File: config.mk
export PLATFORM = sky130hd
export DESIGN_NAME = cache_controller_flat
export DESIGN_NICKNAME = d
export VERILOG_FILES = /design/src/rtl/cache_controller_if.sv /design/src/rtl/cache_controller.sv /design/src/flat_wrapper.sv
export SDC_FILE = /design/constraint.sdc
export NUM_CORES = 1
export LEC_CHECK = 0
export CELL_PAD_IN_SITES_DETAIL_PLACEMENT = 0
export CELL_PAD_IN_SITES_GLOBAL_PLACEMENT = 1
export CORE_AREA = 2 2 172 174
export DETAILED_ROUTE_END_ITERATION = 8
export DIE_AREA = 0 0 174 176
export PLACE_DENSITY = 0.79
export SYNTH_ARGS = -nofsm -noshare
export SYNTH_HDL_FRONTEND = slang
export SYNTH_SLANG_ARGS = --single-unit
File: constraint.sdc
create_clock -name clk -period 5.95 [get_ports clk]
set_input_delay 1.4875 -clock clk [delete_from_list [all_inputs] [get_ports clk]]
set_output_delay 1.4875 -clock clk [all_outputs]
set_load 0.02 [all_outputs]
File: src/rtl/cache_controller_if.sv
// Bus bundle between the MEM stage, the SRAM and the cache array.
// The controller connects through the slave modport and the environment
// (pipeline, SRAM model, cache array) through the master modport.
interface cache_controller_if;
    logic [31:0] address;
    logic [31:0] wdata;
    logic        MEM_R_EN;
    logic        MEM_W_EN;
    logic [31:0] rdata;
    logic        ready;
    logic [31:0] sram_address;
    logic [31:0] sram_wdata;
    logic        sram_read;
    logic        sram_write;
    logic [63:0] sram_rdata;
    logic        sram_ready;
    logic [9:0]  cache_tag;
    logic [5:0]  cache_index;
    logic [2:0]  cache_offset;
    logic [31:0] cache_wdata;
    logic [63:0] cache_rdata;
    logic        write_cacheR;
    logic        write_cacheW;
    logic        cache_hit;
    logic [63:0] cache_data;
    logic [15:0] hit_count;
    logic [15:0] miss_count;

    modport master (
        output address, wdata, MEM_R_EN, MEM_W_EN, sram_rdata, sram_ready,
               cache_hit, cache_data,
        input  rdata, ready, sram_address, sram_wdata, sram_read, sram_write,
               cache_tag, cache_index, cache_offset, cache_wdata, cache_rdata,
               write_cacheR, write_cacheW, hit_count, miss_count
    );

    modport slave (
        input  address, wdata, MEM_R_EN, MEM_W_EN, sram_rdata, sram_ready,
               cache_hit, cache_data,
        output rdata, ready, sram_address, sram_wdata, sram_read, sram_write,
               cache_tag, cache_index, cache_offset, cache_wdata, cache_rdata,
               write_cacheR, write_cacheW, hit_count, miss_count
    );
endinterface

File: src/rtl/cache_controller.sv
// Write-through, no-write-allocate cache controller sitting between the
// MEM stage and a 64-bit-line SRAM. Load hits finish in the request cycle;
// load misses fetch a full line and fill the cache; stores update the cache
// word in the request cycle and write the word through to SRAM.
module cache_controller (
    input logic              clk,
    input logic              rst,
    cache_controller_if.slave bus
);
    typedef enum logic [1:0] {IDLE, RMISS, WRITE} state_t;

    state_t      state;
    logic [15:0] hit_cnt;
    logic [15:0] miss_cnt;
    logic [31:0] line_addr;
    logic        load_hit;
    logic        load_miss;

    // Pick the 32-bit word of a 64-bit line addressed by offset bit 2.
    function automatic logic [31:0] word_sel(input logic [63:0] line, input logic hi);
        return hi ? line[63:32] : line[31:0];
    endfunction

    // Saturating increment: counters stick at all-ones instead of wrapping.
    function automatic logic [15:0] sat_inc(input logic [15:0] cnt);
        return (cnt == 16'hFFFF) ? cnt : cnt + 16'd1;
    endfunction

    assign line_addr        = {bus.address[31:3], 3'b000};
    assign bus.cache_tag    = bus.address[18:9];
    assign bus.cache_index  = bus.address[8:3];
    assign bus.cache_offset = bus.address[2:0];
    assign bus.cache_wdata  = bus.wdata;
    assign bus.cache_rdata  = bus.sram_rdata;
    assign bus.sram_wdata   = bus.wdata;
    assign bus.hit_count    = hit_cnt;
    assign bus.miss_count   = miss_cnt;

    // A store takes priority, so a load only counts when no store is present.
    assign load_hit  = (state == IDLE) && bus.MEM_R_EN && !bus.MEM_W_EN && bus.cache_hit;
    assign load_miss = (state == IDLE) && bus.MEM_R_EN && !bus.MEM_W_EN && !bus.cache_hit;

    // State transitions and saturating hit/miss statistics.
    always_ff @(posedge clk) begin
        if (rst) begin
            state    <= IDLE;
            hit_cnt  <= 16'd0;
            miss_cnt <= 16'd0;
        end else begin
            if (load_hit)
                hit_cnt <= sat_inc(hit_cnt);
            if (load_miss)
                miss_cnt <= sat_inc(miss_cnt);
            unique case (state)
                IDLE: begin
                    if (bus.MEM_W_EN)
                        state <= WRITE;
                    else if (load_miss)
                        state <= RMISS;
                end
                RMISS: if (bus.sram_ready) state <= IDLE;
                WRITE: if (bus.sram_ready) state <= IDLE;
                default: state <= IDLE;
            endcase
        end
    end

    // Handshake, strobe and load-data outputs decoded from state and inputs;
    // everything is held quiet while reset is asserted.
    always_comb begin
        bus.ready        = 1'b0;
        bus.rdata        = 32'd0;
        bus.sram_read    = 1'b0;
        bus.sram_write   = 1'b0;
        bus.write_cacheR = 1'b0;
        bus.write_cacheW = 1'b0;
        bus.sram_address = bus.address;
        if (!rst) begin
            unique case (state)
                IDLE: begin
                    if (bus.MEM_W_EN) begin
                        bus.write_cacheW = 1'b1;
                        bus.sram_write   = 1'b1;
                    end else if (bus.MEM_R_EN) begin
                        if (bus.cache_hit) begin
                            bus.ready = 1'b1;
                            bus.rdata = word_sel(bus.cache_data, bus.address[2]);
                        end else begin
                            bus.sram_read    = 1'b1;
                            bus.sram_address = line_addr;
                        end
                    end else begin
                        bus.ready = 1'b1;
                    end
                end
                RMISS: begin
                    bus.sram_read    = 1'b1;
                    bus.sram_address = line_addr;
                    if (bus.sram_ready) begin
                        bus.write_cacheR = 1'b1;
                        bus.ready        = 1'b1;
                        bus.rdata        = word_sel(bus.sram_rdata, bus.address[2]);
                    end
                end
                WRITE: begin
                    bus.sram_write = 1'b1;
                    if (bus.sram_ready)
                        bus.ready = 1'b1;
                end
                default: ;
            endcase
        end
    end
endmodule

File: src/flat_wrapper.sv
// flat-port wrapper written by rule: the top's interface ports become plain ports
module cache_controller_flat 
  (clk, rst, bus_address, bus_wdata, bus_MEM_R_EN, bus_MEM_W_EN, bus_sram_rdata, bus_sram_ready, bus_cache_hit, bus_cache_data, bus_rdata, bus_ready, bus_sram_address, bus_sram_wdata, bus_sram_read, bus_sram_write, bus_cache_tag, bus_cache_index, bus_cache_offset, bus_cache_wdata, bus_cache_rdata, bus_write_cacheR, bus_write_cacheW, bus_hit_count, bus_miss_count);
  cache_controller_if bus_i ();
  input logic clk;
  input logic rst;
  input wire logic [$bits(bus_i.address)-1:0] bus_address;
  input wire logic [$bits(bus_i.wdata)-1:0] bus_wdata;
  input wire logic [$bits(bus_i.MEM_R_EN)-1:0] bus_MEM_R_EN;
  input wire logic [$bits(bus_i.MEM_W_EN)-1:0] bus_MEM_W_EN;
  input wire logic [$bits(bus_i.sram_rdata)-1:0] bus_sram_rdata;
  input wire logic [$bits(bus_i.sram_ready)-1:0] bus_sram_ready;
  input wire logic [$bits(bus_i.cache_hit)-1:0] bus_cache_hit;
  input wire logic [$bits(bus_i.cache_data)-1:0] bus_cache_data;
  output wire logic [$bits(bus_i.rdata)-1:0] bus_rdata;
  output wire logic [$bits(bus_i.ready)-1:0] bus_ready;
  output wire logic [$bits(bus_i.sram_address)-1:0] bus_sram_address;
  output wire logic [$bits(bus_i.sram_wdata)-1:0] bus_sram_wdata;
  output wire logic [$bits(bus_i.sram_read)-1:0] bus_sram_read;
  output wire logic [$bits(bus_i.sram_write)-1:0] bus_sram_write;
  output wire logic [$bits(bus_i.cache_tag)-1:0] bus_cache_tag;
  output wire logic [$bits(bus_i.cache_index)-1:0] bus_cache_index;
  output wire logic [$bits(bus_i.cache_offset)-1:0] bus_cache_offset;
  output wire logic [$bits(bus_i.cache_wdata)-1:0] bus_cache_wdata;
  output wire logic [$bits(bus_i.cache_rdata)-1:0] bus_cache_rdata;
  output wire logic [$bits(bus_i.write_cacheR)-1:0] bus_write_cacheR;
  output wire logic [$bits(bus_i.write_cacheW)-1:0] bus_write_cacheW;
  output wire logic [$bits(bus_i.hit_count)-1:0] bus_hit_count;
  output wire logic [$bits(bus_i.miss_count)-1:0] bus_miss_count;
  assign bus_i.address = bus_address;
  assign bus_i.wdata = bus_wdata;
  assign bus_i.MEM_R_EN = bus_MEM_R_EN;
  assign bus_i.MEM_W_EN = bus_MEM_W_EN;
  assign bus_i.sram_rdata = bus_sram_rdata;
  assign bus_i.sram_ready = bus_sram_ready;
  assign bus_i.cache_hit = bus_cache_hit;
  assign bus_i.cache_data = bus_cache_data;
  assign bus_rdata = bus_i.rdata;
  assign bus_ready = bus_i.ready;
  assign bus_sram_address = bus_i.sram_address;
  assign bus_sram_wdata = bus_i.sram_wdata;
  assign bus_sram_read = bus_i.sram_read;
  assign bus_sram_write = bus_i.sram_write;
  assign bus_cache_tag = bus_i.cache_tag;
  assign bus_cache_index = bus_i.cache_index;
  assign bus_cache_offset = bus_i.cache_offset;
  assign bus_cache_wdata = bus_i.cache_wdata;
  assign bus_cache_rdata = bus_i.cache_rdata;
  assign bus_write_cacheR = bus_i.write_cacheR;
  assign bus_write_cacheW = bus_i.write_cacheW;
  assign bus_hit_count = bus_i.hit_count;
  assign bus_miss_count = bus_i.miss_count;
  cache_controller u_core (.clk(clk), .rst(rst), .bus(bus_i));
endmodule
After elaboration in Yosys (flattened, before gate mapping)
Cells that the tools add are included.

Register bits after elaboration: 34. Logic and storage cells: 59. Output and inout port bits: 248. Input bits: 198.

Multiplexer cells: 35. Eq/ne operators: 6. Reductions and logical operators: 11. Bitwise logic cells: 2. Add/subtract/negate cells: 2.

Operator list (number): $mux 32 (7); $pmux 32 s2 (1); $add 16x1->16 const B (2); $eq 16x16->1 const B (2); $mux 1 (15); $mux 3 (4); $mux 2 (3); $pmux 1 s2 (3); $pmux 3 s2 (1); $reduce_and 2->1 (3); $logic_and 1x1->1 (4); $pmux 2 s2 (1); $ne 3x2->1 const B (1); $eq 2x1->1 const B (1); $eq 2x2->1 const B (1); $logic_not 1->1 (2); $logic_not 2->1 (1); $ne 2x1->1 const B (1); $not 1->1 (2); $reduce_or 2->1 (1).

Logic depth before layout (Yosys ltp)
Depth in word-level cells: 7. Mapped depth: 8. Mapped depth without buffers: 6.

Worst setup path after synthesis
No wires, ideal clock.

Path kind: input-to-output. Start: input port bus_address[2]. End: output port bus_rdata[14]. Path buffers: 2. Required time: 4.463 ns. Setup slack: 1.750 ns. Stages on the path: 5. Arrival time: 2.712 ns. Cell sequence: clkbuf_1 > buf_2 > mux2i_1 > o22a_1 > nor2_1.

Longest elaborated chain between the ends: 6. Elaborated cells on any way between the ends: 8. Those cells by class: 8 x mux.

RTL lines: start, declared (line flat_wrapper.sv:7) `input wire logic [$bits(bus_i.address)-1:0] bus_address;`; $mux 32 (line cache_controller.sv:21) `return hi ? line[63:32] : line[31:0];`; $mux 32 (line cache_controller.sv:85) `if (bus.cache_hit) begin`; $mux 32 (line cache_controller.sv:84) `end else if (bus.MEM_R_EN) begin`; $mux 32 (line cache_controller.sv:81) `if (bus.MEM_W_EN) begin`; $pmux 32 s2 * (line cache_controller.sv:79) `unique case (state)`; $mux 32 * (line cache_controller.sv:78) `if (!rst) begin`; end, declared (line flat_wrapper.sv:15) `output wire logic [$bits(bus_i.rdata)-1:0] bus_rdata;`.

Every way passes the cells marked *; elsewhere a longest branch is shown, timed or not.

Worst setup path after layout
Start: input port bus_MEM_W_EN. End: output port bus_rdata[16].

Longest elaborated chain between the ends: 3.

RTL lines: start, declared (line flat_wrapper.sv:10) `input wire logic [$bits(bus_i.MEM_W_EN)-1:0] bus_MEM_W_EN;`; $mux 32 (line cache_controller.sv:81); $pmux 32 s2 (line cache_controller.sv:79); $mux 32 (line cache_controller.sv:78).

No other way between the ends.

==> flow_results.xml <==
<?xml version="1.0" encoding="UTF-8"?>
<metrics>
  <group name="timing">
    <metric name="worstMarginPinSlew" unit="ns">0.963</metric>
    <metric name="worst_hold_slack" unit="ns">0.507</metric>
    <metric name="max_slew_margin" unit="%">35.2</metric>
    <metric name="worst_slack" unit="ns">0.612</metric>
    <metric name="finalClockSkew" unit="ns">0.00507</metric>
    <metric name="final_period_minus_worst_setup_slack" unit="ns">5.34</metric>
    <metric name="finalCritPeriodShare" unit="%">89.7</metric>
    <metric name="setup_total_neg_slack" unit="ns">0</metric>
    <metric name="setup_viol" unit="">0</metric>
    <metric name="number_of_pins_exceeding_their_max_slew_limit_in_the_final_report" unit="">0</metric>
    <metric name="unrepaired_setup_endpoints_after_global_routing" unit="">false</metric>
    <metric name="finalHoldViolCount" unit="">0</metric>
    <metric name="fmaxAchievable" unit="MHz">187</metric>
  </group>
  <group name="drt">
    <metric name="detail_route.drc_violations" unit="">0</metric>
    <metric name="dr_total_vias" unit="">4176</metric>
    <metric name="detail_route.wl_per_cell" unit="µm">17.0</metric>
    <metric name="route.detailed.vias_per_inst" unit="">4.05</metric>
    <metric name="wl" unit="µm">17500</metric>
    <metric name="detail-route-antenna-nets" unit="">0</metric>
    <metric name="detail_route.iter0.violations" unit="">103</metric>
    <metric name="detailedRoute.firstPassIterationCount" unit="">4</metric>
  </group>
  <group name="logic_synthesis">
    <metric name="synth.most_common_cell" unit="">sky130_fd_sc_hd__buf_4</metric>
    <metric name="synth.yosys.warnings" unit="">0</metric>
    <metric name="top_cells_by_count_synth" unit="">sky130_fd_sc_hd__buf_4 (177), sky130_fd_sc_hd__mux2i_1 (67), sky130_fd_sc_hd__nor2_1 (47), sky130_fd_sc_hd__dfxtp_1 (34), sky130_fd_sc_hd__o22a_1 (32)</metric>
    <metric name="synth-edff-count" unit="">0</metric>
    <metric name="synth_seq_area_share" unit="%">15.4</metric>
    <metric name="post_synthesis_register_bit_count" unit="">34</metric>
    <metric name="syn_area_per_cell" unit="µm²">7.89</metric>
    <metric name="synthFlopType" unit="">sky130_fd_sc_hd__dfxtp_1</metric>
    <metric name="netlist_instances" unit="">562</metric>
    <metric name="yosys.area.top_type_share" unit="%">30.0</metric>
    <metric name="mappedNetlistNets" unit="">766</metric>
    <metric name="synth_cell_type_count" unit="">47</metric>
    <metric name="yosys_top_cell_by_area" unit="">sky130_fd_sc_hd__buf_4</metric>
    <metric name="asyncSetResetFlopFracSynth" unit="%">0</metric>
    <metric name="netlist_area" unit="µm²">4430</metric>
    <metric name="netlist_top_cells_area" unit="">sky130_fd_sc_hd__buf_4 (30%), sky130_fd_sc_hd__dfxtp_1 (15%), sky130_fd_sc_hd__mux2i_1 (15%)</metric>
  </group>
  <group name="setup_path">
    <metric name="worst-r2r-cell-count" unit="">7</metric>
    <metric name="critPathLaunch" unit="">bus_MEM_W_EN</metric>
    <metric name="crit-reg2reg-launch" unit="">u_core.state[0]</metric>
    <metric name="required" unit="ns">4.46</metric>
    <metric name="classification_of_the_worst_setup_path" unit="">input port to primary output</metric>
    <metric name="worst-endpoint-arrival" unit="ns">3.85</metric>
    <metric name="timing.critical_path.fanout_max" unit="">33</metric>
    <metric name="crit_path_end_kind" unit="">primary output</metric>
    <metric name="worstSetupStartpointType" unit="">input port</metric>
  </group>
  <group name="global_route">
    <metric name="grt_first_pass_wirelength" unit="µm">25100</metric>
    <metric name="groute.usage.overall" unit="%">10.7</metric>
    <metric name="first_global_vias" unit="">4122</metric>
    <metric name="grt_antenna_before_repair" unit="">2</metric>
    <metric name="grt_max_degree" unit="">42</metric>
    <metric name="globalRouteOverflowTotal" unit="">0</metric>
  </group>
  <group name="hold_path">
    <metric name="hold_start" unit="">u_core.bus.hit_count[14]</metric>
    <metric name="whs_path_depth" unit="">2</metric>
    <metric name="worst_hold_path_type" unit="">register to register</metric>
  </group>
  <group name="clock_tree">
    <metric name="clk_transition_reported_paths" unit="ns">0.05</metric>
    <metric name="cts-root-buf" unit="">sky130_fd_sc_hd__clkbuf_16</metric>
    <metric name="clockBufferDepth" unit="">2</metric>
    <metric name="clock_insertion_delay_worst_skew" unit="ns">0.28</metric>
    <metric name="clock_sink_count" unit="">34</metric>
    <metric name="tritoncts" unit="">done</metric>
    <metric name="cts-buffers-inserted" unit="">5</metric>
    <metric name="post_cts_resize_count" unit="">0</metric>
    <metric name="cts-hold-fix-buffers" unit="">0</metric>
    <metric name="cts_setup_buffers" unit="">0</metric>
    <metric name="cts_htree_levels" unit="">2</metric>
  </group>
  <group name="status">
    <metric name="run_status" unit="">completed</metric>
  </group>
  <group name="finish">
    <metric name="num_antenna_cells" unit="">0</metric>
    <metric name="drive_gt1_share" unit="%">4.17</metric>
    <metric name="area_growth_syn_to_layout" unit="%">45.5</metric>
    <metric name="post-route-util" unit="%">22.6</metric>
    <metric name="nets" unit="">851</metric>
  </group>
  <group name="placement">
    <metric name="place_congestion" unit="">0.802</metric>
    <metric name="place_worst_setup_slack" unit="ns">0.565</metric>
    <metric name="post-dp-hpwl" unit="µm">14500</metric>
    <metric name="io_buffers" unit="">275</metric>
  </group>
  <group name="pwr">
    <metric name="power-per-cell-area" unit="nW/µm²">125</metric>
    <metric name="total_power" unit="mW">0.808</metric>
    <metric name="leakage" unit="nW">2.24</metric>
    <metric name="irDropWorstVdd" unit="µV">88.5</metric>
  </group>
  <group name="floorplan">
    <metric name="initial_core_util" unit="%">15.5</metric>
    <metric name="floorplan_die_width" unit="µm">174</metric>
    <metric name="top_ports" unit="">446</metric>
    <metric name="area_of_the_core_region" unit="µm²">28500</metric>
    <metric name="std_cell_rows" unit="">62</metric>
    <metric name="floorplan.die.height" unit="µm">176</metric>
    <metric name="die-area" unit="µm²">30600</metric>
  </group>
  <group name="run">
    <metric name="max-cap-violations" unit="">0</metric>
  </group>
</metrics>
[per-layer routing]
metal  track usage [%]  up-vias  share of wire (%)
li1                  -     2005                  -
met1              12.6     1923                 41
met2              18.3      227                 48
met3              4.46       21                9.7
met4              2.14        0                1.7
met5                 0        -                  0
[flip-flops by register name (all words and copies together), names as in the netlist]
name / cells
u_core.bus.hit_count: 16
u_core.bus.miss_count: 16
u_core.state: 2
[cell usage in the layout, fill, tap and decap left out, types with 2 or more instances in the layout]
cell                              netlist  routed
sky130_fd_sc_hd__mux2i_1               67      67
sky130_fd_sc_hd__buf_4                177       8
sky130_fd_sc_hd__o22a_1                32      32
sky130_fd_sc_hd__a21oi_1               24      24
sky130_fd_sc_hd__o21ai_0               11      11
sky130_fd_sc_hd__or3_1                  9       9
sky130_fd_sc_hd__nor4_2                 2       2
sky130_fd_sc_hd__nor2_1                47      47
sky130_fd_sc_hd__a31oi_1                3       3
sky130_fd_sc_hd__o21a_1                 2       2
sky130_fd_sc_hd__nand2b_1               5       5
sky130_fd_sc_hd__ha_1                   6       6
sky130_fd_sc_hd__o41ai_1                4       4
sky130_fd_sc_hd__nand2_1               12      12
sky130_fd_sc_hd__nor2b_1                8       8
sky130_fd_sc_hd__and4_1                 3       3
sky130_fd_sc_hd__nand4_1               14      14
sky130_fd_sc_hd__clkdlybuf4s50_1        0     274
sky130_fd_sc_hd__inv_1                  8       8
sky130_fd_sc_hd__nor4_1                 8       8
sky130_fd_sc_hd__nor3b_1                2       2
sky130_fd_sc_hd__mux2_2                 3       3
sky130_fd_sc_hd__or4_1                  9       9
sky130_fd_sc_hd__dfxtp_1               34      34
sky130_fd_sc_hd__o31ai_1                6       6
sky130_fd_sc_hd__nor3_1                 6       6
sky130_fd_sc_hd__nand3_1               12      12
sky130_fd_sc_hd__clkbuf_16              0       5
[logic make-up after synthesis]
family          count (synthesis)  share of synthesized area (%)
mux                            70                           15.9
compound gates                 93                           14.9
buf+inv                       213                           33.3
flops                          34                           15.4
fa+ha+maj                       6                           1.69
simple gates                  146                           18.9
[final timing paths]
| check | end | slack [ns] |
|---|---|---|
| max | bus_rdata[16] | 0.61 |
| min | u_core.bus.hit_count[14] | 0.51 |
| max reg2reg | u_core.bus.hit_count[14] | 2.89 |
| min reg2reg | u_core.bus.hit_count[14] | 0.51 |
[report_power, final]
part           total (mW)  switching (mW)  internal, mW  leakage [nW]
Combinational       0.315           0.142         0.173          1.90
Clock               0.261          0.0953         0.166        0.0739
Sequential          0.232         0.00278         0.230         0.274
[final cells by class]
cell class	instances	area, µm²
repair buffers	283	2820
clock inverters	1	5.00
clock buffers	7	143
well taps	384	480
fillers	3203	22100
flip-flops and latches	34	681
inverters	8	30.0
multi-input cells	315	2290
[critical path: stages]
cell                              delay [ns]
sky130_fd_sc_hd__clkdlybuf4s50_1        0.54
sky130_fd_sc_hd__nand4b_4               0.62
sky130_fd_sc_hd__o22a_1                 0.41
sky130_fd_sc_hd__nor2_1                 0.12
sky130_fd_sc_hd__clkdlybuf4s50_1        0.64
[through the flow]
step	cell area, µm²	cells
4_1_cts	6450	1032
3_5_place_dp	6300	1024
2_1_floorplan	4430	562
6_report	6450	1032
5_1_grt	6450	1032
3_3_place_gp	6300	1024
No activity file was read; power rests on OpenSTA's default activity.
==> RTL edit (same flow settings) <==
Encoding of `state_t`: now one-hot (3 bits for 3 states).
--- a/src/rtl/cache_controller.sv
+++ b/src/rtl/cache_controller.sv
@@ -9,3 +9,3 @@
 );
-    typedef enum logic [1:0] {IDLE, RMISS, WRITE} state_t;
+    typedef enum logic [2:0] {IDLE = 3'b001, RMISS = 3'b010, WRITE = 3'b100} state_t;
 
Formal check against the unedited RTL: no difference found for any inputs over 4 cycles, from zero or initial values and one cycle with rst high; so few cycles prove little.
==> RTL edit against the unedited design <==
Critical path depth is 2 higher; clock skew is 0.0038 ns higher; synthesized area is 3.6% lower; wire length is 1.4% lower; sequential share of layout area is 0.60 points higher; final area is 2.6% lower; power is 1.3% higher; sequential cell count is 1 higher; first-iteration DRC count is 48% higher; sequential power is 5% higher; worst hold slack better by 0.043 ns; fmax is 1.0% lower; setup slack worse by 0.055 ns; largest cell class unchanged.
==> RTL edit: results (changes against the unedited design) <==
Area share of fa/ha/maj cells after synthesis: 0.005855 (was 0.01694)
M1 WL: 7037 um (was 7192 um)
Root buffer cell: clkbuf_16 (unchanged)
Critical path fanouts, max: 42 (was 33)
Psw: 254.6 uW (was 239.8 uW)
Outcome: finished, final reports clean (unchanged)
Grt met2 use: 0.1738 (was 0.1826)
Average wire per cell in the routed design: 17.03 um (was 16.97 um)
Met3 wire len: 1247 um (was 1698 um)
Pre-CTS setup slack: 0.5685 ns (was 0.5649 ns)
Port Buf Inserts: 275 (unchanged)
Post-synthesis sequential area ratio: 0.1639 (was 0.1536)
Nets: 828 (was 851)
R2R depth: 5 (was 7)
Layout cells sized above 1: 0.03498 (was 0.04167)
Max incr delay on CP: 0.62 ns (was 0.64 ns)
Post-Synthesis Net Count: 743 (was 766)
Logic power comb: 316 uW (was 315 uW)
Maximum VDD drop: 0.00008045 V (was 0.00008855 V)
Routed vias/inst: 3.795 (was 4.047)
Largest net degree at the start of global routing: 43 (was 42)
GR Layer Usage met3: 0.02670 (was 0.04457)
DP Wirelength: 14450 um (was 14490 um)
Crit path DAT: 3.91 ns (was 3.85 ns)
Htree depth: 2 (unchanged)
Worst R2R Setup Slack: 3.58 ns (was 2.89 ns)
Lkg Pwr: 0.002180 uW (was 0.002244 uW)
Met2 wire len: 8323 um (was 8319 um)
Vias in the first global route: 3731 (was 4122)
Slew headroom: 0.3701 (was 0.3525)
Area contributors post-synth: buf_4 31%, dfxtp_1 16%, mux2i_1 15% (was buf_4 30%, dfxtp_1 15%, mux2i_1 15%)
Synth cell types: 43 (was 47)
Min Hold Slack: 0.5500 ns (was 0.5067 ns)
Skew final: 0.008921 ns (was 0.005072 ns)
Post-synthesis mux area share: 0.1546 (was 0.1589)
First-pass GRT wire length: 23960 um (was 25100 um)
Commonest cells in the netlist: 177 x buf_4, 67 x nor2_1, 66 x mux2i_1 (was 177 x buf_4, 67 x mux2i_1, 47 x nor2_1)
Initial drt markers: 152 (was 103)
Post-synthesis xor/xnor area fraction: 0.05943 (was 0)
Compound-Gate Fraction of Synth Area: 0.1001 (was 0.1488)
Antenna violations before repair: 1 (was 2)
Tot GR Track Use: 0.1020 (was 0.1069)
Clock share of power: 0.318 (was 0.323)
Fillers: 3169 (was 3203)
GP Congestion: 0.8248 (was 0.8024)
Met1 Usage GRT: 0.1219 (was 0.1259)
PnR worst setup slack: 0.5564 ns (was 0.6117 ns)
-- RTL edit: cell types whose count changed after synthesis, sizes merged, moves of 6 or more --
cell | unedited run | this run
a21oi | 24 | 7
nand4 | 15 | 4
nor2 | 47 | 67
nor2b | 8 | 1
o21ai | 11 | 4
or3 | 9 | 3
or4 | 9 | 1
xnor2 | 0 | 24
-- RTL edit: cell families after synthesis --
| logic type | Yosys count |
|---|---|
| compound gates | 55 |
| flops | 35 |
| simple gates | 147 |
| mux | 66 |
| buf+inv | 209 |
| xor+xnor | 29 |
| fa+ha+maj | 2 |
-- RTL edit: path summary, 6_finish.rpt --
path / startpoint / end
worst min-delay path: u_core.bus.hit_count[1] / u_core.bus.hit_count[1]
worst max register to register: u_core.state[0] / u_core.bus.miss_count[8]
worst min register to register: u_core.bus.hit_count[1] / u_core.bus.hit_count[1]
worst max-delay path: bus_MEM_W_EN / bus_rdata[8]
-- RTL edit: cell type report --
type,instances,area share
Tap cell,384,0.07646
Timing Repair Buffer,283,0.4488
Clock inverter,3,0.003186
Clock buffer,5,0.01991
Antenna cell,1,0.0003982
Inverter,4,0.002389
Multi-Input combinational cell,299,0.3373
Sequential cell,35,0.1115
-- RTL edit: stage by stage --
stage | power (uW) | utilization | std cells | instance area (um2)
after floorplan | 512.1 | - | 543 | 4274
after global routing | 853.4 | 0.2201 | 1014 | 6284
final | 819.1 | 0.2201 | 1014 | 6284
after global placement | 565.7 | 0.2149 | 1005 | 6136
after CTS | 831.1 | 0.2200 | 1013 | 6281
after detailed placement | 566.4 | 0.2149 | 1005 | 6136
-- RTL edit: critical path, delay by kind of cell --
kind | cells | cell delay [ns]
compound gates | 1 | 0.23
buf+inv | 3 | 1.41
simple gates | 3 | 0.72
